## src/rtl/alu_pkg.sv

```systemverilog
// alu_pkg: shared width, modulo-unit FSM encodings and ALU control codes
package alu_pkg;
  localparam int MOD_WIDTH = 32;
  localparam logic [2:0] ALU_MOD = 3'b111;
  typedef enum logic [1:0] {
    MOD_IDLE = 2'b00,
    MOD_RUN  = 2'b01,
    MOD_DONE = 2'b10
  } mod_state_t;
endpackage

```

## src/rtl/mod_unit_32bit_if.sv

```systemverilog
// mod_unit_32bit_if: request/result bundle between control and the modulo unit
interface mod_unit_32bit_if import alu_pkg::*; #(parameter int WIDTH = MOD_WIDTH);
  logic             start;
  logic [WIDTH-1:0] mod_src1;
  logic [WIDTH-1:0] mod_src2;
  logic [WIDTH-1:0] mod_result;
  logic             busy;
  logic             done;
  logic             div_zero;
  modport master (output start, mod_src1, mod_src2, input mod_result, busy, done, div_zero);
  modport slave  (input start, mod_src1, mod_src2, output mod_result, busy, done, div_zero);
endinterface

```

## src/rtl/mod_step_32bit.sv

```systemverilog
// mod_step_32bit: one restoring compare-and-subtract step of the remainder
module mod_step_32bit import alu_pkg::*; (
  input  logic [MOD_WIDTH:0]   t_i,
  input  logic [MOD_WIDTH-1:0] divisor_i,
  output logic [MOD_WIDTH:0]   rem_o
);
  logic [MOD_WIDTH-1:0] diff;
  logic                 borrow;
  sub_32bit u_sub (.a_i(t_i[MOD_WIDTH-1:0]), .b_i(divisor_i), .diff_o(diff), .borrow_o(borrow));
  // t < 2*divisor always, so a set top bit means t >= divisor and the low-bit difference is exact
  assign rem_o = (t_i[MOD_WIDTH] | ~borrow) ? {1'b0, diff} : t_i;
endmodule

```

## src/rtl/sub_32bit.sv

```systemverilog
// sub_32bit: unsigned 32-bit subtractor with borrow out
module sub_32bit (
  input  logic [31:0] a_i,
  input  logic [31:0] b_i,
  output logic [31:0] diff_o,
  output logic        borrow_o
);
  assign {borrow_o, diff_o} = {1'b0, a_i} - {1'b0, b_i};
endmodule

```

## src/rtl/mod_unit_32bit.sv

```systemverilog
// mod_unit_32bit: multi-cycle unsigned remainder (mod_src1 mod mod_src2) feeding the ALU mux
module mod_unit_32bit import alu_pkg::*; #(parameter int WIDTH = MOD_WIDTH) (
  input logic             CLK,
  input logic             reset,
  mod_unit_32bit_if.slave m
);
  localparam int CW = $clog2(WIDTH);
  mod_state_t       state_q, state_d;
  logic [WIDTH-1:0] dividend_q, dividend_d, divisor_q, divisor_d, result_q, result_d;
  logic [WIDTH:0]   rem_q, rem_d, rem_nx;
  logic [CW-1:0]    count_q, count_d;
  logic             dz_q, dz_d;
  mod_step_32bit u_step (.t_i({rem_q[WIDTH-1:0], dividend_q[WIDTH-1]}), .divisor_i(divisor_q), .rem_o(rem_nx));
  always_comb begin
    state_d    = state_q;
    dividend_d = dividend_q;
    divisor_d  = divisor_q;
    rem_d      = rem_q;
    count_d    = count_q;
    result_d   = result_q;
    dz_d       = dz_q;
    case (state_q)
      MOD_IDLE: if (m.start) begin
        dividend_d = m.mod_src1;
        divisor_d  = m.mod_src2;
        rem_d      = '0;
        count_d    = '0;
        dz_d       = (m.mod_src2 == '0);
        result_d   = dz_d ? m.mod_src1 : result_q;
        state_d    = dz_d ? MOD_DONE : MOD_RUN;
      end
      MOD_RUN: begin
        dividend_d = dividend_q << 1;
        rem_d      = rem_nx;
        count_d    = count_q + 1'b1;
        result_d   = (count_q == CW'(WIDTH - 1)) ? rem_nx[WIDTH-1:0] : result_q;
        state_d    = (count_q == CW'(WIDTH - 1)) ? MOD_DONE : MOD_RUN;
      end
      default: state_d = MOD_IDLE;
    endcase
  end
  always_ff @(posedge CLK) begin
    if (reset) begin
      state_q    <= MOD_IDLE;
      dividend_q <= '0;
      divisor_q  <= '0;
      rem_q      <= '0;
      count_q    <= '0;
      result_q   <= '0;
      dz_q       <= 1'b0;
    end else begin
      state_q    <= state_d;
      dividend_q <= dividend_d;
      divisor_q  <= divisor_d;
      rem_q      <= rem_d;
      count_q    <= count_d;
      result_q   <= result_d;
      dz_q       <= dz_d;
    end
  end
  assign m.mod_result = result_q;
  assign m.div_zero   = dz_q;
  assign m.busy       = (state_q == MOD_RUN);
  assign m.done       = (state_q == MOD_DONE);
endmodule

```

## src/flat_wrapper.sv

```systemverilog
// flat-port wrapper written by rule: the top's interface ports become plain ports
module mod_unit_32bit_flat import alu_pkg::*;
#(parameter int WIDTH = MOD_WIDTH)
  (CLK, reset, m_start, m_mod_src1, m_mod_src2, m_mod_result, m_busy, m_done, m_div_zero);
  mod_unit_32bit_if #(.WIDTH(WIDTH)) m_i ();
  input logic CLK;
  input logic reset;
  input wire logic [$bits(m_i.start)-1:0] m_start;
  input wire logic [$bits(m_i.mod_src1)-1:0] m_mod_src1;
  input wire logic [$bits(m_i.mod_src2)-1:0] m_mod_src2;
  output wire logic [$bits(m_i.mod_result)-1:0] m_mod_result;
  output wire logic [$bits(m_i.busy)-1:0] m_busy;
  output wire logic [$bits(m_i.done)-1:0] m_done;
  output wire logic [$bits(m_i.div_zero)-1:0] m_div_zero;
  assign m_i.start = m_start;
  assign m_i.mod_src1 = m_mod_src1;
  assign m_i.mod_src2 = m_mod_src2;
  assign m_mod_result = m_i.mod_result;
  assign m_busy = m_i.busy;
  assign m_done = m_i.done;
  assign m_div_zero = m_i.div_zero;
  mod_unit_32bit #(.WIDTH(WIDTH)) u_core (.CLK(CLK), .reset(reset), .m(m_i));
endmodule
```

## config.mk

```make
export PLATFORM = sky130hd
export DESIGN_NAME = mod_unit_32bit_flat
export DESIGN_NICKNAME = d
export VERILOG_FILES = /design/src/rtl/alu_pkg.sv /design/src/rtl/mod_unit_32bit_if.sv /design/src/rtl/mod_step_32bit.sv /design/src/rtl/sub_32bit.sv /design/src/rtl/mod_unit_32bit.sv /design/src/flat_wrapper.sv
export SDC_FILE = /design/constraint.sdc
export NUM_CORES = 1
export LEC_CHECK = 0
export BUFFER_PORTS_ARGS = -buffer_cell sky130_fd_sc_hd__buf_2
export CELL_PAD_IN_SITES_DETAIL_PLACEMENT = 1
export CELL_PAD_IN_SITES_GLOBAL_PLACEMENT = 1
export CORE_MARGIN = 10
export CORE_UTILIZATION = 39
export CTS_CLUSTER_DIAMETER = 100
export CTS_CLUSTER_SIZE = 8
export DETAILED_ROUTE_END_ITERATION = 7
export PLACE_DENSITY = 0.83
export SYNTH_ARGS = -nofsm -noshare
export SYNTH_HDL_FRONTEND = slang
export SYNTH_SLANG_ARGS = --single-unit
export TNS_END_PERCENT = 1
```

## constraint.sdc

```tcl
create_clock -name CLK -period 2.7 [get_ports CLK]
set_clock_uncertainty 0.05 [all_clocks]
set_input_delay 0.27 -clock CLK [delete_from_list [all_inputs] [get_ports CLK]]
set_output_delay 0.27 -clock CLK [all_outputs]
set_load 0.05 [all_outputs]
```

==> results_dict.tcl <==
set metrics [dict create \
    max_slew_margin 0.377 \
    drt-total-wl_microns 33500 \
    ioPinCount 102 \
    start_util 0.394 \
    crit_required_ps 3010 \
    drc 0 \
    clkSlewWorstSetupHoldPaths_ps 70 \
    slew_violations 0 \
    port_buffers 101 \
    grt_max_degree 75 \
    path_class "reg -> reg" \
    grtUsageTotal 0.226 \
    diodes 0 \
    syn-cell-area_sq_um 7610 \
    synth_warnings 0 \
    finalCritPeriodShare 1.11 \
    syn_area_per_cell_sq_um 7.83 \
    status "complete, but fails checks" \
    area_growth_pct 37.7 \
    whs_ps 7.39 \
    cts-root-buf "clkbuf_16" \
    yosysTopAreaCell "dfxtp_1" \
    nets 1247 \
    via_per_inst 5.88 \
    worstPathArrival_ps 3310 \
    setup_viol 54 \
    die-area_sq_um 25500 \
    crit_fanout 3 \
    clockBufferDepth 2 \
    max_freq_mhz 334 \
    drtIter0Drc 720 \
    synth.distinct_cells 67 \
    place_ws_ps -310 \
    drive_above_1_share 0.355 \
    overflow 0 \
    die_width_microns 160 \
    wl_per_cell_microns 23.5 \
    vdd_ir_drop_max_v 0.000596 \
    synth-main-ff-cell "dfxtp_1" \
    hp-class "in -> reg" \
    async_flop_share 0 \
    numCtsBuffers 17 \
    final_core_utilization 0.542 \
    synth_edf_count 0 \
    fp.dieH_microns 160 \
    rows 51 \
    drt_first_pass_iters 5 \
    htree_levels 4 \
    p_leak_nw 4.46 \
    drv_cap 0 \
    critPathCaptureType "flip-flop" \
    synth_nets 1074 \
    layout_setup_ws_ps -293 \
    violations "setup timing" \
    grt_pass1_wl_microns 46900 \
    cts.sinks 136 \
    antenna_left 0 \
    syn_inst 972 \
    seq_area_frac_synth 0.358 \
    core_sq_um 19300 \
    place_hpwl_microns 20100 \
    power_density_nw_per_um2 1180 \
    gp_congestion 0.893 \
    tritoncts "done" \
    yosysTopAreaCellShare 0.358 \
    cts_hold_buffers 0 \
    final_hold_viol_count 0 \
    rsz0062_at_grt "yes" \
    fin_area_sq_um 10500 \
    yosys-top-cells-area "dfxtp_1, nand2_1, a21oi_1" \
    grt_pass1_vias 8458 \
    clock_latency_ps 450 \
    period_needed_ps 2990 \
    synth-seq-cells 136 \
    tightestPinTransition_ps 932 \
    antenna_found_initial 0 \
    dpl_cell_area_sq_um 9050 \
    via_count 8364 \
    start_kind "flip-flop" \
]
## cell type report
| type | instances | area, sq um |
|---|---|---|
| Sequential cell | 136 | 2750 |
| Inverter | 42 | 160 |
| Multi-Input combinational cell | 736 | 5210 |
| Clock buffer | 19 | 443 |
| Tap cell | 265 | 332 |
| Fill cell | 2264 | 8850 |
| Timing Repair Buffer | 212 | 1400 |
| Clock inverter | 13 | 191 |
## sequential cells by signal, indices dropped and copies added (netlist names)
register,cells
u_core.rem_q,32
u_core.count_q,5
u_core.divisor_q,32
u_core.m.mod_result,32
u_core.m.div_zero,1
u_core.state_q,2
u_core.dividend_q,32
## cells by family after synthesis
| logic type | after synthesis | synth area share |
|---|---|---|
| AO/OA/AOI/OAI | 267 | 0.251 |
| flip-flops | 136 | 0.358 |
| adder cells (fa/ha/maj) | 35 | 0.0585 |
| buffers and inverters | 101 | 0.0551 |
| XOR/XNOR | 26 | 0.0309 |
| AND/OR/NAND/NOR | 387 | 0.218 |
| multiplexers | 20 | 0.0286 |
## cell usage in the layout (no fill, tap or decap), drive strengths merged, types with 4 or more instances in the layout
master    n
nor4     10
o22ai     5
or2       5
and3     11
xor2      8
mux2i     6
clkbuf   19
buf     212
nor2b     6
xnor2    18
nand3     8
o211ai    4
a21o     20
ha       34
a21oi    93
o21a      6
or3       5
nand2   208
a31oi     7
o21ai    39
inv      45
a311oi   52
and2     10
nor2     98
a21boi    6
dfxtp   136
nand2b   13
bufinv    4
nand4     5
nor3      7
o21bai    5
mux2     14
a211oi    5
## routing by layer
| layer | up-vias | track usage | wire length (microns) |
|---|---|---|---|
| met5 | - | 0 | 0 |
| met4 | 0 | 0.0914 | 1430 |
| met3 | 117 | 0.0501 | 2160 |
| met2 | 401 | 0.371 | 16000 |
| met1 | 4095 | 0.282 | 13900 |
| li1 | 3751 | - | - |
## metrics by stage
| stage | total power [mW] | setup TNS [ps] | std cells |
|---|---|---|---|
| 2_1_floorplan | 5.72 | 0 | 972 |
| 3_3_place_gp | 7.42 | -7650 | 1384 |
| 3_5_place_dp | 7.57 | -11910 | 1384 |
| 4_1_cts | 10.9 | -378 | 1421 |
| 5_1_grt | 12.7 | -8990 | 1423 |
| 6_report | 12.3 | -5660 | 1423 |
## power by group
part	total [mW]	switching [mW]	internal, mW	leakage, nW
registers	2.40	0.211	2.19	1.12
logic	7.33	4.02	3.30	3.05
clock network	2.60	1.02	1.58	0.301
total	12.3	5.25	7.07	4.46
## Yosys cell counts, drive strengths merged (2+ instances only)
cell type / count
a221oi: 3
ha: 34
nand2b: 13
xnor2: 18
a311oi: 52
or2: 5
or3: 5
and3: 11
nor3: 7
o211ai: 4
xor2: 8
nor2b: 6
a22o: 3
a211oi: 5
a21boi: 6
and2: 9
a31oi: 7
buf: 12
o21ai: 39
nor4: 10
a211o: 2
mux2i: 6
o21bai: 5
a21oi: 93
nand3: 8
mux2: 14
o21a: 6
dfxtp: 136
o22ai: 5
nor2: 98
nand4: 5
clkbuf: 47
inv: 42
a21o: 20
o311a: 2
nand2: 208
a2111oi: 2
a22oi: 3
o32ai: 2
## final timing paths
check | from | endpoint | slack [ps] | cells past startpoint
max | u_core.divisor_q[1]$_SDFFE_PP0P_ | u_core.m.mod_result[27]$_SDFFE_PP0P_ | -290 | 12
min | m_mod_src2[17] | u_core.divisor_q[17]$_SDFFE_PP0P_ | 7 | 3
max reg2reg | u_core.divisor_q[1]$_SDFFE_PP0P_ | u_core.m.mod_result[27]$_SDFFE_PP0P_ | -290 | 12
min reg2reg | u_core.divisor_q[18]$_SDFFE_PP0P_ | u_core.divisor_q[18]$_SDFFE_PP0P_ | 400 | 2
## worst max-delay path, cell delays in order (launching register included)
cell       delay, ps
dfxtp_2          350
inv_2             60
ha_4             280
nor2b_4          190
o2111ai_4        130
a21o_1           210
a311o_1          420
a211oi_2         350
buf_4            180
nor2b_1           50
xnor2_1          300
a21oi_1          130
o22ai_1          210
## timing repair
action	4_1_cts	5_1_grt
cloned	1	0
resized for setup	61	114
setup buffers	4	2
pin swaps	19	28
setup endpoints to repair	63	64
Note: power is estimated with default switching activity, not from simulation.
